`config.mk`:
```
export PLATFORM = sky130hd
export DESIGN_NAME = vector_accumulator_flat
export DESIGN_NICKNAME = d
export VERILOG_FILES = /design/src/rtl/vector_accumulator_pkg.sv /design/src/rtl/vector_accumulator_if.sv /design/src/rtl/vector_accumulator_lane.sv /design/src/rtl/vector_accumulator.sv /design/src/flat_wrapper.sv
export SDC_FILE = /design/constraint.sdc
export NUM_CORES = 1
export LEC_CHECK = 0
export ABC_CLOCK_PERIOD_IN_PS = 4700
export CAP_MARGIN = 20
export CORE_MARGIN = 8
export CORE_UTILIZATION = 57
export DETAILED_ROUTE_END_ITERATION = 8
export PLACE_DENSITY = 0.88
export SLEW_MARGIN = 20
export SYNTH_ARGS = -nofsm -noshare
export SYNTH_HDL_FRONTEND = slang
export SYNTH_SLANG_ARGS = --single-unit
```
`constraint.sdc`:
```
create_clock -name clk -period 4.7 [get_ports clk]
set_clock_uncertainty 0.1 [all_clocks]
set_input_delay 1.41 -clock clk [delete_from_list [all_inputs] [get_ports clk]]
set_output_delay 1.41 -clock clk [all_outputs]
set_load 0.02 [all_outputs]
```
`src/rtl/vector_accumulator_pkg.sv`:
```
// Shared definitions for the lane-wise vector accumulator.
//   - Default geometry (lanes, lane width, beat limit)
//   - FSM state encoding
package vacc_pkg;

  localparam int VACC_LANES     = 8;
  localparam int VACC_WIDTH     = 32;
  localparam int VACC_MAX_BEATS = 256;

  typedef enum logic [1:0] {
    IDLE  = 2'd0,
    ACCUM = 2'd1,
    HOLD  = 2'd2
  } vacc_state_t;

endpackage

```
`src/rtl/vector_accumulator_if.sv`:
```
// Handshake bundle between the multiplier, the accumulator and the consumer.
//   in_*  : valid/ready input stream of LANES*WIDTH scaled vectors
//   out_* : valid/ready result channel (sum, per-lane overflow, beat count, trunc)
// Modports:
//   slave  : accumulator side (consumes in_*, produces out_*)
//   master : environment side (produces in_*, consumes out_*)
interface vector_accumulator_if
  import vacc_pkg::*;
#(
  parameter int LANES     = VACC_LANES,
  parameter int WIDTH     = VACC_WIDTH,
  parameter int MAX_BEATS = VACC_MAX_BEATS
);
  localparam int CW = $clog2(MAX_BEATS + 1);

  logic                   in_valid;
  logic                   in_ready;
  logic [LANES*WIDTH-1:0] in_vector;
  logic                   in_last;
  logic                   out_valid;
  logic                   out_ready;
  logic [LANES*WIDTH-1:0] out_vector;
  logic [LANES-1:0]       out_ovf;
  logic [CW-1:0]          out_count;
  logic                   out_trunc;

  modport slave (
    input  in_valid, in_vector, in_last, out_ready,
    output in_ready, out_valid, out_vector, out_ovf, out_count, out_trunc
  );

  modport master (
    output in_valid, in_vector, in_last, out_ready,
    input  in_ready, out_valid, out_vector, out_ovf, out_count, out_trunc
  );
endinterface

```
`src/rtl/vector_accumulator_lane.sv`:
```
// One accumulator lane: WIDTH-bit wrapping adder with a sticky signed-overflow flag.
// Ports:
//   clk, rst_n : clock, async active-low reset
//   en_i       : a beat is accepted this cycle
//   load_i     : first beat of an accumulation (load instead of add, clear overflow)
//   lane_i     : this lane's slice of the incoming vector
//   acc_o      : registered running sum
//   ovf_o      : registered sticky overflow flag
module vacc_lane #(
  parameter int WIDTH = 32
) (
  input  logic             clk,
  input  logic             rst_n,
  input  logic             en_i,
  input  logic             load_i,
  input  logic [WIDTH-1:0] lane_i,
  output logic [WIDTH-1:0] acc_o,
  output logic             ovf_o
);

  // Signed overflow: operands share a sign and the wrapped sum does not.
  function automatic logic add_ovf(input logic [WIDTH-1:0] a,
                                   input logic [WIDTH-1:0] b,
                                   input logic [WIDTH-1:0] s);
    return (a[WIDTH-1] == b[WIDTH-1]) && (s[WIDTH-1] != a[WIDTH-1]);
  endfunction

  logic [WIDTH-1:0] acc_q, acc_d, sum_s;
  logic             ovf_q, ovf_d;

  // Next-state for the running sum and overflow flag.
  always_comb begin
    sum_s = acc_q + lane_i;
    acc_d = acc_q;
    ovf_d = ovf_q;
    if (en_i) begin
      if (load_i) begin
        acc_d = lane_i;
        ovf_d = 1'b0;
      end else begin
        acc_d = sum_s;
        ovf_d = ovf_q | add_ovf(acc_q, lane_i, sum_s);
      end
    end else begin
      acc_d = acc_q;
      ovf_d = ovf_q;
    end
  end

  // Lane state registers.
  always_ff @(posedge clk or negedge rst_n) begin
    if (!rst_n) begin
      acc_q <= {WIDTH{1'b0}};
      ovf_q <= 1'b0;
    end else begin
      acc_q <= acc_d;
      ovf_q <= ovf_d;
    end
  end

  assign acc_o = acc_q;
  assign ovf_o = ovf_q;

endmodule

```
`src/rtl/vector_accumulator.sv`:
```
// Lane-wise vector accumulator (channel-reduction stage).
// Sums a stream of LANES x WIDTH vectors per lane modulo 2^WIDTH until in_last or
// MAX_BEATS beats, then holds the result with overflow flags and beat count until
// the consumer takes it.
// Ports:
//   clk, rst_n : clock, async active-low reset
//   bus        : slave side of vector_accumulator_if (input stream + result channel)
module vector_accumulator
  import vacc_pkg::*;
#(
  parameter int LANES     = VACC_LANES,
  parameter int WIDTH     = VACC_WIDTH,
  parameter int MAX_BEATS = VACC_MAX_BEATS
) (
  input  logic                 clk,
  input  logic                 rst_n,
  vector_accumulator_if.slave  bus
);

  localparam int            CW    = $clog2(MAX_BEATS + 1);
  localparam logic [CW-1:0] MAX_C = CW'(MAX_BEATS);
  localparam logic [CW-1:0] ONE_C = CW'(1);

  vacc_state_t state_q, state_d;
  logic [CW-1:0] count_q, count_d, count_next_s;
  logic          trunc_q, trunc_d;
  logic          in_ready_s, accept_s, load_s, limit_s, term_s;
  logic [LANES*WIDTH-1:0] acc_s;
  logic [LANES-1:0]       ovf_s;

  // A new accumulation starts on any beat accepted outside ACCUM; in HOLD a
  // beat can only be accepted alongside out_ready, so the result is consumed.
  assign in_ready_s = (state_q != HOLD) || bus.out_ready;
  assign accept_s   = bus.in_valid && in_ready_s;
  assign load_s     = (state_q != ACCUM);

  // FSM next state, beat counter and truncation flag.
  always_comb begin
    state_d      = state_q;
    count_d      = count_q;
    trunc_d      = trunc_q;
    count_next_s = load_s ? ONE_C : (count_q + ONE_C);
    limit_s      = (count_next_s == MAX_C);
    term_s       = bus.in_last || limit_s;
    if (accept_s) begin
      count_d = count_next_s;
      trunc_d = limit_s && !bus.in_last;
      state_d = term_s ? HOLD : ACCUM;
    end else begin
      case (state_q)
        HOLD: begin
          if (bus.out_ready) begin
            state_d = IDLE;
          end else begin
            state_d = HOLD;
          end
        end
        default: state_d = state_q;
      endcase
    end
  end

  // FSM and bookkeeping registers.
  always_ff @(posedge clk or negedge rst_n) begin
    if (!rst_n) begin
      state_q <= IDLE;
      count_q <= {CW{1'b0}};
      trunc_q <= 1'b0;
    end else begin
      state_q <= state_d;
      count_q <= count_d;
      trunc_q <= trunc_d;
    end
  end

  for (genvar g = 0; g < LANES; g++) begin : g_lane
    vacc_lane #(.WIDTH(WIDTH)) u_lane (
      .clk    (clk),
      .rst_n  (rst_n),
      .en_i   (accept_s),
      .load_i (load_s),
      .lane_i (bus.in_vector[g*WIDTH +: WIDTH]),
      .acc_o  (acc_s[g*WIDTH +: WIDTH]),
      .ovf_o  (ovf_s[g])
    );
  end

  assign bus.in_ready   = in_ready_s;
  assign bus.out_valid  = (state_q == HOLD);
  assign bus.out_vector = acc_s;
  assign bus.out_ovf    = ovf_s;
  assign bus.out_count  = count_q;
  assign bus.out_trunc  = trunc_q;

endmodule

```
`src/flat_wrapper.sv`:
```
// flat-port wrapper written by rule: the top's interface ports become plain ports
module vector_accumulator_flat import vacc_pkg::*;
#(
  parameter int LANES     = VACC_LANES,
  parameter int WIDTH     = VACC_WIDTH,
  parameter int MAX_BEATS = VACC_MAX_BEATS
)
  (clk, rst_n, bus_in_valid, bus_in_vector, bus_in_last, bus_out_ready, bus_in_ready, bus_out_valid, bus_out_vector, bus_out_ovf, bus_out_count, bus_out_trunc);
  vector_accumulator_if #(.LANES(LANES), .WIDTH(WIDTH), .MAX_BEATS(MAX_BEATS)) bus_i ();
  input  logic clk;
  input  logic rst_n;
  input wire logic [$bits(bus_i.in_valid)-1:0] bus_in_valid;
  input wire logic [$bits(bus_i.in_vector)-1:0] bus_in_vector;
  input wire logic [$bits(bus_i.in_last)-1:0] bus_in_last;
  input wire logic [$bits(bus_i.out_ready)-1:0] bus_out_ready;
  output wire logic [$bits(bus_i.in_ready)-1:0] bus_in_ready;
  output wire logic [$bits(bus_i.out_valid)-1:0] bus_out_valid;
  output wire logic [$bits(bus_i.out_vector)-1:0] bus_out_vector;
  output wire logic [$bits(bus_i.out_ovf)-1:0] bus_out_ovf;
  output wire logic [$bits(bus_i.out_count)-1:0] bus_out_count;
  output wire logic [$bits(bus_i.out_trunc)-1:0] bus_out_trunc;
  assign bus_i.in_valid = bus_in_valid;
  assign bus_i.in_vector = bus_in_vector;
  assign bus_i.in_last = bus_in_last;
  assign bus_i.out_ready = bus_out_ready;
  assign bus_in_ready = bus_i.in_ready;
  assign bus_out_valid = bus_i.out_valid;
  assign bus_out_vector = bus_i.out_vector;
  assign bus_out_ovf = bus_i.out_ovf;
  assign bus_out_count = bus_i.out_count;
  assign bus_out_trunc = bus_i.out_trunc;
  vector_accumulator #(.LANES(LANES), .WIDTH(WIDTH), .MAX_BEATS(MAX_BEATS)) u_core (.clk(clk), .rst_n(rst_n), .bus(bus_i));
endmodule
```
==> flow_metrics.tcl <==
set metrics [dict create \
    finalCritPeriodShare_pct 92.9 \
    root_buffer "clkbuf_16" \
    netlist_instances 3195 \
    peakVddDrop_v 0.000361 \
    maxCapViolations 0 \
    clk_pin_slew_ps 60 \
    yosys.area.top_type "dfrtp_1" \
    cts.sinks 276 \
    tightest_slew_ps 793 \
    clk_latency_ps 570 \
    grt_pass1_wl_um 133000 \
    vias 26057 \
    fp-row-count 76 \
    end_kind "output port" \
    synth_nets 3713 \
    grt_max_degree 140 \
    drv_slew 0 \
    cts_setup_buffers 0 \
    hold_viol_final 0 \
    io_buffers 536 \
    drive_gt1_share_pct 3.75 \
    power_density_mw_per_mm2 534 \
    start_kind "input pin" \
    grt.overflow.total 0 \
    hold_buffers 0 \
    rsz0062_at_grt "no" \
    vias_per_cell 6.06 \
    area_growth_pct 29.5 \
    wirelength_um 84200 \
    nets 4197 \
    fin_crit_ps 4370 \
    drt_iter0_markers 2223 \
    drcViolationCount 0 \
    crit_fanout 3 \
    relSlewSlack_pct 47.0 \
    async_flop_share_pct 100 \
    die_area_mm2 0.0504 \
    ys_dominant_reg_cell "dfrtp_1" \
    synth.distinct_cells 78 \
    place.gp.congestion 0.965 \
    finalSetupViolations 0 \
    criticalPathCategory "input pin to output port" \
    hpwl_um 63400 \
    clockBufferDepth 3 \
    ys_top_cells_by_count "a21oi_1 (418), nand2_1 (405), nor2_1 (312), dfrtp_1 (276), o21ai_0 (265)" \
    yosysMostFrequentCell "a21oi_1" \
    h-tree-depth 2 \
    yosys.area.top_type_share_pct 27.9 \
    whs_ps 369 \
    initial_core_util_pct 57.7 \
    worstPathRequired_ps 3190 \
    synth_area_mm2 0.0248 \
    die-height_um 225 \
    timing.fmax_mhz 229 \
    hp-class "flip-flop to flip-flop" \
    ys_seq_elements 276 \
    numCtsBuffers 36 \
    outcome "completed" \
    finalPower_mw 17.1 \
    ys_seq_area_share_pct 27.9 \
    dr.pass1.iters 5 \
    grtUsageTotal_pct 32.1 \
    syn_area_per_cell_um2 7.76 \
    antenna_found_initial 17 \
    io_pins 537 \
    grt_pass1_vias 24997 \
    cts_tree "yes" \
    cts_resized 0 \
    ant_nets 0 \
    yosysWarnings 0 \
    ys_top_cells_by_area "dfrtp_1 (28%), ha_1 (13%), a21oi_1 (8.4%), nand2_1 (6.1%), o21ai_0 (5.4%)" \
    design.core.area_mm2 0.0430 \
    die_x_um 225 \
    wl_per_cell_um 19.6 \
    arrival_ps 2860 \
    synth_edf_count 0 \
    p_leak_nw 14.5 \
]
==> power breakdown <==
part           internal (mW)  total (mW)  switching (mW)  leakage (nW)
logic                   4.60        10.4            5.79          10.6
clock network           1.84        2.98            1.14         0.609
registers               3.07        3.78           0.710          3.32
total                   9.51        17.1            7.64          14.5
==> flip-flops by register name (all words and copies together), names as in the netlist <==
name,count
u_core.g_lane.u_lane.acc_o,256
u_core.bus.out_count,9
u_core.g_lane.u_lane.ovf_o,8
u_core.state_q,2
u_core.bus.out_trunc,1
==> logic make-up after synthesis <==
group	synth area share [%]
compound gates	29.0
simple gates	18.9
flops	27.9
fa+ha+maj	13.2
buf+inv	3.56
xor+xnor	6.78
mux	0.727
==> final timing paths <==
kind,start,to,slack (ps),cells after the start
max,bus_out_ready,bus_in_ready,330,3
max in group asynchronous,rst_n,u_core.g_lane[2].u_lane.acc_o[24],2780,2
max reg2reg,u_core.g_lane[6].u_lane.acc_o[0],u_core.g_lane[6].u_lane.acc_o[28],1250,14
min in group asynchronous,rst_n,u_core.g_lane[6].u_lane.acc_o[3],690,1
min reg2reg,u_core.g_lane[3].u_lane.ovf_o,u_core.g_lane[3].u_lane.ovf_o,370,2
min,u_core.g_lane[3].u_lane.ovf_o,u_core.g_lane[3].u_lane.ovf_o,370,2
==> final cells by class <==
class,instances,area (um^2)
multi-input combinational,2692,17000
fill,3237,10900
sequential,276,6910
timing repair buffer,589,5860
clock buffer,53,1070
tap,585,732
inverter,84,315
clock inverter,9,170
antenna,11,27.5
==> cells in the final DEF (no fill, tap or decap), drive strengths merged, types with 69 or more instances in the layout <==
cell and instances:
nand2 405, xnor2 123, nor2 312, clkdlybuf4s50 535, o21ai 301, a21oi 419
a21o 143, a31oi 73, xor2 69, inv 84, dfrtp 276, ha 249
==> through the flow <==
| stage | utilization [%] | setup slack (ps) | instances | area, um^2 | setup TNS [ps] |
|---|---|---|---|---|---|
| detailed placement | 71.8 | -47.3 | 4226 | 30800 | -113 |
| global route | 74.7 | 26.8 | 4297 | 32100 | 0 |
| finish | 74.7 | 332 | 4299 | 32100 | 0 |
| global placement | 71.8 | 26.9 | 4226 | 30800 | 0 |
| floorplan | - | 545 | 3195 | 24800 | 0 |
| CTS | 74.6 | 342 | 4288 | 32100 | 0 |
==> metal layers <==
metal	GRT usage (%)	part of all wire, %	vias to the layer above
li1	-	-	12567
met2	53.9	47	999
met1	38.2	39	12270
met3	8.51	9.0	207
met4	14.5	4.8	14
met5	0	0.11	-
==> worst max-delay path, cell delays in order <==
cell and delay (ps):
clkdlybuf4s50_1 510, nand2b_1 270, clkdlybuf4s50_1 660
(Power assumes the default switching activity.)
